--- src/rtl/sign_compress_if.sv ---
// Stream interface for sign_compress: 32-bit word input side and
// 16-bit beat output side with first/last/compact framing flags.
interface sign_compress_if #(
  parameter int IN_W  = 32,
  parameter int OUT_W = 16
);
  logic [IN_W-1:0]  in_data;
  logic             in_valid;
  logic             in_ready;
  logic [OUT_W-1:0] out_data;
  logic             out_valid;
  logic             out_ready;
  logic             out_first;
  logic             out_last;
  logic             out_compact;

  // Producer of words / consumer of beats
  modport master (
    output in_data, in_valid, out_ready,
    input  in_ready, out_data, out_valid, out_first, out_last, out_compact
  );

  // The compressor itself
  modport slave (
    input  in_data, in_valid, out_ready,
    output in_ready, out_data, out_valid, out_first, out_last, out_compact
  );
endinterface

--- src/rtl/sign_compress.sv ---
// sign_compress: emits each 32-bit word as one sign-extendable compact
// beat when its upper 17 bits agree, otherwise as low then high half.
// Optional macro SIGN_COMPRESS_STATS_EN adds saturating compact_cnt and
// full_cnt acceptance counters.
module sign_compress #(
  parameter int IN_W  = 32,
  parameter int OUT_W = 16
) (
  input logic clk,
  input logic rst,
  sign_compress_if.slave bus
`ifdef SIGN_COMPRESS_STATS_EN
  ,
  output logic [15:0] compact_cnt,
  output logic [15:0] full_cnt
`endif
);

  typedef enum logic [1:0] {IDLE, ONE, LO, HI} state_t;

  state_t           state_reg, state_next;
  logic [OUT_W-1:0] data_reg, data_next;
  logic [OUT_W-1:0] hi_reg, hi_next;
  logic             first_reg, first_next;
  logic             last_reg, last_next;
  logic             compact_reg, compact_next;

  logic             out_valid;
  logic             accept;
  logic             word_compact;
  logic [IN_W-OUT_W:0] upper_bits;

  // Sign bit of the low half plus everything above it must agree
  assign upper_bits   = bus.in_data[IN_W-1:OUT_W-1];
  assign word_compact = (&upper_bits) | ~(|upper_bits);

  assign out_valid    = (state_reg != IDLE);
  // A new word may enter while the final beat of the previous one leaves
  assign bus.in_ready = !rst && (!out_valid || (bus.out_ready && last_reg));
  assign accept       = bus.in_valid && bus.in_ready;

  assign bus.out_valid   = out_valid;
  assign bus.out_data    = data_reg;
  assign bus.out_first   = first_reg;
  assign bus.out_last    = last_reg;
  assign bus.out_compact = compact_reg;

  // Next-state and next-beat selection
  always_comb begin
    state_next   = state_reg;
    data_next    = data_reg;
    hi_next      = hi_reg;
    first_next   = first_reg;
    last_next    = last_reg;
    compact_next = compact_reg;
    case (state_reg)
      LO: begin
        // Second beat of a two-beat word; no new input is taken here
        if (bus.out_ready) begin
          state_next   = HI;
          data_next    = hi_reg;
          first_next   = 1'b0;
          last_next    = 1'b1;
          compact_next = 1'b0;
        end
      end
      default: begin
        // IDLE, ONE, HI: either load a fresh word or drain to IDLE
        if (accept) begin
          data_next  = bus.in_data[OUT_W-1:0];
          first_next = 1'b1;
          if (word_compact) begin
            state_next   = ONE;
            last_next    = 1'b1;
            compact_next = 1'b1;
          end else begin
            state_next   = LO;
            last_next    = 1'b0;
            compact_next = 1'b0;
            hi_next      = bus.in_data[IN_W-1:OUT_W];
          end
        end else if (state_reg != IDLE && bus.out_ready) begin
          state_next = IDLE;
        end
      end
    endcase
  end

  // State and output beat registers
  always_ff @(posedge clk) begin
    if (rst) begin
      state_reg   <= IDLE;
      data_reg    <= '0;
      hi_reg      <= '0;
      first_reg   <= 1'b0;
      last_reg    <= 1'b0;
      compact_reg <= 1'b0;
    end else begin
      state_reg   <= state_next;
      data_reg    <= data_next;
      hi_reg      <= hi_next;
      first_reg   <= first_next;
      last_reg    <= last_next;
      compact_reg <= compact_next;
    end
  end

`ifdef SIGN_COMPRESS_STATS_EN
  logic [15:0] compact_cnt_reg;
  logic [15:0] full_cnt_reg;

  // Saturating counts of accepted compact and full words
  always_ff @(posedge clk) begin
    if (rst) begin
      compact_cnt_reg <= '0;
      full_cnt_reg    <= '0;
    end else if (accept) begin
      if (word_compact && compact_cnt_reg != 16'hFFFF)
        compact_cnt_reg <= compact_cnt_reg + 16'd1;
      if (!word_compact && full_cnt_reg != 16'hFFFF)
        full_cnt_reg <= full_cnt_reg + 16'd1;
    end
  end

  assign compact_cnt = compact_cnt_reg;
  assign full_cnt    = full_cnt_reg;
`endif

endmodule

--- src/flat_wrapper.sv ---
// flat-port wrapper written by rule: the top's interface ports become plain ports
module sign_compress_flat 
#(
  parameter int IN_W  = 32,
  parameter int OUT_W = 16
)
  (clk, rst, bus_in_data, bus_in_valid, bus_out_ready, bus_in_ready, bus_out_data, bus_out_valid, bus_out_first, bus_out_last, bus_out_compact);
  sign_compress_if #(.IN_W(IN_W), .OUT_W(OUT_W)) bus_i ();
  input logic clk;
  input logic rst;
  input wire logic [$bits(bus_i.in_data)-1:0] bus_in_data;
  input wire logic [$bits(bus_i.in_valid)-1:0] bus_in_valid;
  input wire logic [$bits(bus_i.out_ready)-1:0] bus_out_ready;
  output wire logic [$bits(bus_i.in_ready)-1:0] bus_in_ready;
  output wire logic [$bits(bus_i.out_data)-1:0] bus_out_data;
  output wire logic [$bits(bus_i.out_valid)-1:0] bus_out_valid;
  output wire logic [$bits(bus_i.out_first)-1:0] bus_out_first;
  output wire logic [$bits(bus_i.out_last)-1:0] bus_out_last;
  output wire logic [$bits(bus_i.out_compact)-1:0] bus_out_compact;
  assign bus_i.in_data = bus_in_data;
  assign bus_i.in_valid = bus_in_valid;
  assign bus_i.out_ready = bus_out_ready;
  assign bus_in_ready = bus_i.in_ready;
  assign bus_out_data = bus_i.out_data;
  assign bus_out_valid = bus_i.out_valid;
  assign bus_out_first = bus_i.out_first;
  assign bus_out_last = bus_i.out_last;
  assign bus_out_compact = bus_i.out_compact;
  sign_compress #(.IN_W(IN_W), .OUT_W(OUT_W)) u_core (.clk(clk), .rst(rst), .bus(bus_i));
endmodule
--- config.mk ---
export PLATFORM = sky130hd
export DESIGN_NAME = sign_compress_flat
export DESIGN_NICKNAME = d
export VERILOG_FILES = /design/src/rtl/sign_compress_if.sv /design/src/rtl/sign_compress.sv /design/src/flat_wrapper.sv
export SDC_FILE = /design/constraint.sdc
export NUM_CORES = 1
export LEC_CHECK = 0
export CAP_MARGIN = 20
export CORE_UTILIZATION = 35
export CTS_CLUSTER_SIZE = 25
export DETAILED_ROUTE_END_ITERATION = 7
export MAX_ROUTING_LAYER = met4
export PLACE_DENSITY = 0.66
export SLEW_MARGIN = 20
export SYNTH_ARGS = -nofsm -noshare
export SYNTH_HDL_FRONTEND = slang
export SYNTH_SLANG_ARGS = --single-unit
--- constraint.sdc ---
create_clock -name clk -period 2.7 [get_ports clk]
set_input_delay 0.405 -clock clk [delete_from_list [all_inputs] [get_ports clk]]
set_output_delay 0.405 -clock clk [all_outputs]
set_load 0.03 [all_outputs]
==> flow_summary.yaml, run 1 <==
cts:
  post_cts_resized: 0
  root_buffer: "clkbuf_8"
  cts_buffers: 5
  cts.path.max_buffers: 2
  post_cts.repair.setup_buffers: 0
  insertion_delay_ns: 0.29
  clkTransAtPathRegs_ns: 0.07
  cts_hold_buf: 0
  htree_levels: 2
  cts_sinks: 37
  cts_tree: "done"
setup_path:
  reg2reg_slack_ns: 0.78
  path_buf_inv: 2
  cp_max_fo: 5
  path_delay_family: "buffers and inverters"
  reg2regPathDepth: 6
  cp.arrival_ns: 1.83
  critPathMaxStageDelay_ns: 0.68
  crit_required_ns: 2.30
  path_class: "input pin to primary output"
  crit_top_cell: "clkdlybuf4s50_1"
  startpoint_type: "input pin"
  crit_path_cell_trace: "clkdlybuf4s50_1, nand2_1, a21oi_1, clkdlybuf4s50_1"
  r2r-start: "u_core.state_reg[0]"
  cp_slowest_cell: "clkdlybuf4s50_1"
  reg2reg_to: "u_core.state_reg[0]"
  crit_path_end_kind: "primary output"
pwr:
  powerDensity_nw_per_um2: 548
  total_leakage_power_uw: 0.000894
  vdd_drop_max_v: 0.000177
  p_total_uw: 1290
timing:
  final_min_period_over_clock_period_pct: 82.7
  skew_ns: 0.00580
  tns_ns: 0
  fmaxAchievable_mhz: 448
  slew_headroom_pct: 47.3
  setup_viol: 0
  layout_setup_ws_ns: 0.467
  rsz0062_at_grt: "no"
  fin_crit_ns: 2.23
  hold_violations: 0
  worst_slew_pin_slew_ns: 0.782
  slew_violations: 0
placement:
  preCtsSetupSlack_ns: 0.311
  place.gp.congestion: 0.823
  port_buffers: 56
  hpwl_um: 2980
floorplanning:
  ios: 57
  die_x_um: 71.3
  initial_core_util_pct: 37.6
  dieArea_um2: 5080
  placementRows: 24
  coreArea_um2: 4470
  die_h_um: 71.3
drt:
  via_per_inst: 5.37
  drt_wl_total_um: 4180
  drcViolationCount: 5
  drt_iter0_markers: 166
  routed-via-count: 1666
  wl_per_cell_um: 13.5
  ant_nets: 0
  drt-pass1-iter-count: 6
  met2WireLength_um: 1680
  top_layer_used: "met4"
  dr_wl_met3_um: 326
  met1Wirelength_um: 2140
global_routing:
  antenna_found_initial: 0
  grt_max_degree: 34
  grt_pass1_wl_um: 6820
  grt-ovfl-total: 0
  track_usage_pct: 18.0
  grt_pass1_vias: 1430
synthesis:
  syn_inst: 203
  yosysTopAreaCellShare_pct: 44.1
  syn_nets: 239
  synth_area_um2: 1680
  ys_types: 27
  yosysWarnings: 0
  synth.area.top_cells: "dfxtp_1, a311oi_1, o311ai_0"
  synthFlopType: "dfxtp_1"
  ys_ff_latch: 37
  syn_area_per_cell_um2: 8.28
  synth_top_area_cell: "dfxtp_1"
  synth_edf_count: 0
  synthArstFlopShare_pct: 0
  synth.top_cells.by_count: "dfxtp_1, nand2_1, inv_1, nor2_1"
  synth_seq_area_share_pct: 44.1
run_status:
  status: "finished, violations left"
  violations: "design-rule violations"
finish:
  fin_nets: 293
  regArea_um2: 741
  antenna_cells: 0
  area_delta_synth_final_pct: 39.6
  utilization_pct: 52.4
  multiInputGateArea_um2: 779
  fill_cells: 447
  drive_above_1_share_pct: 6.59
run:
  cap_violations: 0
min_path:
  hold_start: "u_core.bus.out_compact"
  hold_depth: 2
  hold-path-endpoint: "u_core.bus.out_compact"
  hold_class: "flip-flop to flip-flop"
## worst max path at each step
stage / startpoint / endpoint / cells after the start
global placement: bus_out_ready / u_core.bus.out_last / 7
finish: bus_out_ready / bus_in_ready / 4
global route: bus_out_ready / bus_in_ready / 4
detailed placement: bus_out_ready / u_core.bus.out_last / 7
CTS: bus_out_ready / bus_in_ready / 4
floorplan: bus_in_data[21] / u_core.hi_reg[10] / 7
## cells in the final DEF (no fill, tap or decap), types with 7 or more instances in the layout
cell / n
nand2_1: 37
o21ai_0: 8
buf_4: 7
o311ai_0: 16
inv_1: 18
clkdlybuf4s50_1: 56
a311oi_1: 16
dfxtp_1: 37
o21ai_1: 10
nor2_1: 18
## where the power goes
group	leakage, µW	switching (µW)	total (µW)	internal, µW
sequential	0.000305	25.3	618	593
combinational	0.000550	161	299	138
clock	0.0000395	186	369	183
## worst min-delay path, stage by stage (launching register included)
cell	delay (ns)
dfxtp_1	0.31
nand3_1	0.06
a21oi_1	0.06
## per-layer routing
layer  vias up  global-route usage (%)
li1        839                       -
met1       752                    25.0
met2        73                    24.0
met3         2                    5.63
met4         0                    7.11
met5         -                       -
## cell type report
class | instances | share of cell area [%]
clock buffers | 8 | 3.41
inverters | 18 | 2.88
multi-input cells | 132 | 33.2
flip-flops and latches | 37 | 31.6
well taps | 52 | 2.77
repair buffers | 63 | 26.1
## stage by stage
stage / cell area, µm² / hold slack (ns) / std cells
6_report: 2350 / 0.474 / 310
5_1_grt: 2350 / 0.499 / 310
4_1_cts: 2350 / 0.474 / 310
3_5_place_dp: 2270 / 0.465 / 302
3_3_place_gp: 2270 / 0.462 / 302
2_1_floorplan: 1680 / 0.447 / 203
## cell families (layout without fill, tap and decap cells)
kind of cell	after synthesis	in the layout	share of synthesized area, %
AND/OR/NAND/NOR	74	74	21.2
flip-flops	37	37	44.1
buffers and inverters	34	89	9.53
AO/OA/AOI/OAI	58	58	25.2
Note: power is estimated with default switching activity, not from simulation.
==> run 2, diff against run 1 <==
--- a/config.mk
+++ b/config.mk
@@ -10,7 +10,7 @@
 export CTS_CLUSTER_SIZE = 25
 export DETAILED_ROUTE_END_ITERATION = 7
 export MAX_ROUTING_LAYER = met4
-export PLACE_DENSITY = 0.66
+export PLACE_DENSITY = 0.69
 export SLEW_MARGIN = 20
 export SYNTH_ARGS = -nofsm -noshare
 export SYNTH_HDL_FRONTEND = slang
==> constraint.sdc (replaced) <==
create_clock -name clk -period 2 [get_ports clk]
set_input_delay 0.3 -clock clk [delete_from_list [all_inputs] [get_ports clk]]
set_output_delay 0.3 -clock clk [all_outputs]
set_load 0.03 [all_outputs]
==> flow_summary.yaml, run 2 (synthesis gave the netlist of run 1 again) <==
min_path:
  hold_start: "u_core.bus.out_compact"
  hold-path-endpoint: "u_core.bus.out_compact"
  hold_depth: 2
  hold_class: "flip-flop to flip-flop"
finish:
  mostFrequentLayoutCells: "clkdlybuf4s50_1, nand2_1, dfxtp_1, buf_4"
  utilization_pct: 55.6
  drive_above_1_share_pct: 13.1
  area_delta_synth_final_pct: 48.2
  fill_cells: 419
  fin_nets: 310
  antenna_cells: 0
  mostFrequentLayoutCell: "clkdlybuf4s50_1"
drt:
  drt-pass1-iter-count: 6
  drcViolationCount: 6
  drt_wl_total_um: 4250
  drt_iter0_markers: 60
  via_per_inst: 5.16
  wl_per_cell_um: 13.0
  ant_nets: 0
  routed-via-count: 1686
setup_path:
  reg2regPathDepth: 5
  reg2reg_to: "u_core.bus.out_data[14]"
  r2r-start: "u_core.state_reg[0]"
  crit_required_ns: 2.15
  cp.arrival_ns: 1.98
  crit_path_end_kind: "flip-flop"
  startpoint_type: "input pin"
  reg2reg_slack_ns: 0.34
  cp-startpoint: "bus_in_data[17]"
  cp_max_fo: 9
  path_class: "input pin to flip-flop"
floorplanning:
  initial_core_util_pct: 37.6
  coreArea_um2: 4470
  placementRows: 24
  ios: 57
  die_x_um: 71.3
  die_h_um: 71.3
  dieArea_um2: 5080
global_routing:
  antenna_found_initial: 0
  grt_max_degree: 33
  grt_pass1_vias: 1583
  track_usage_pct: 19.0
  grt-ovfl-total: 0
  grt_pass1_wl_um: 7350
cts:
  cts.path.max_buffers: 2
  insertion_delay_ns: 0.28
  root_buffer: "clkbuf_8"
  cts_tree: "done"
  clkTransAtPathRegs_ns: 0.06
  cts_buffers: 5
  htree_levels: 2
  post_cts.repair.setup_buffers: 0
  post_cts_resized: 0
  cts_hold_buf: 0
  cts_sinks: 37
run:
  cap_violations: 0
timing:
  hold-worst-slack_ns: 0.476
  fin_crit_ns: 1.83
  final_min_period_over_clock_period_pct: 91.5
  slew_violations: 0
  slew_headroom_pct: 61.4
  rsz0062_at_grt: "no"
  skew_ns: 0.00209
  worst_slew_pin_slew_ns: 0.578
  fmaxAchievable_mhz: 546
  setup_viol: 0
  layout_setup_ws_ns: 0.170
  hold_violations: 0
placement:
  preCtsSetupSlack_ns: -0.143
  port_buffers: 56
  place.gp.congestion: 0.859
  hpwl_um: 3200
pwr:
  total_leakage_power_uw: 0.000982
  powerDensity_nw_per_um2: 702
  vdd_drop_max_v: 0.000249
  p_total_uw: 1750
run_status:
  violations: "design-rule violations"
  status: "finished, violations left"
==> run 2: cell types whose count changed in the layout (fill, tap and decap cells not counted), sizes merged <==
| cell | delta |
|---|---|
| buf | +18 |
| clkdlybuf4s50 | -1 |
==> run 2: stage by stage <==
step	TNS [ns]	std cells	cell area [µm²]
6_report	0	327	2490
5_1_grt	0	327	2490
4_1_cts	0	327	2480
3_5_place_dp	-2.47	319	2400
3_3_place_gp	-1.47	319	2400
2_1_floorplan	0	203	1680
==> run 2: how the worst max path moves through the flow <==
stage,to,slack [ns],cells past startpoint
2_1_floorplan,u_core.hi_reg[10],0.33,7
3_3_place_gp,u_core.state_reg[0],-0.11,7
3_5_place_dp,u_core.state_reg[0],-0.14,7
4_1_cts,u_core.state_reg[0],0.15,7
5_1_grt,u_core.hi_reg[9],0.02,7
6_report,u_core.hi_reg[1],0.17,7
==> run 2: layer usage <==
layer	global-route usage [%]	up-vias	wire [µm]
met5	-	-	0
met4	5.33	0	46
met3	4.92	6	242
met2	27.7	46	1840
met1	26.0	763	2120
li1	-	871	-
==> run 2: where the power goes <==
group	switching (µW)	internal, µW	leakage (µW)	total, µW
Sequential	35.6	801	0.000305	837
Clock	231	247	0.0000395	478
Combinational	223	211	0.000637	434
==> run 2: worst max-delay path, stage by stage <==
cell and delay [ns]:
clkdlybuf4s50_1 0.51, nand4_1 0.09, or3_4 0.34, nor4_4 0.32, or3_1 0.18, buf_4 0.16
o21ai_0 0.08
==> run 2: final cells by class <==
cell class | instances | area, µm² | area share [%]
Multi-Input combinational cell | 132 | 786 | 31.6
Timing Repair Buffer | 80 | 751 | 30.2
Sequential cell | 37 | 741 | 29.7
Clock buffer | 8 | 80.1 | 3.22
Inverter | 18 | 67.6 | 2.71
Tap cell | 52 | 65.1 | 2.61
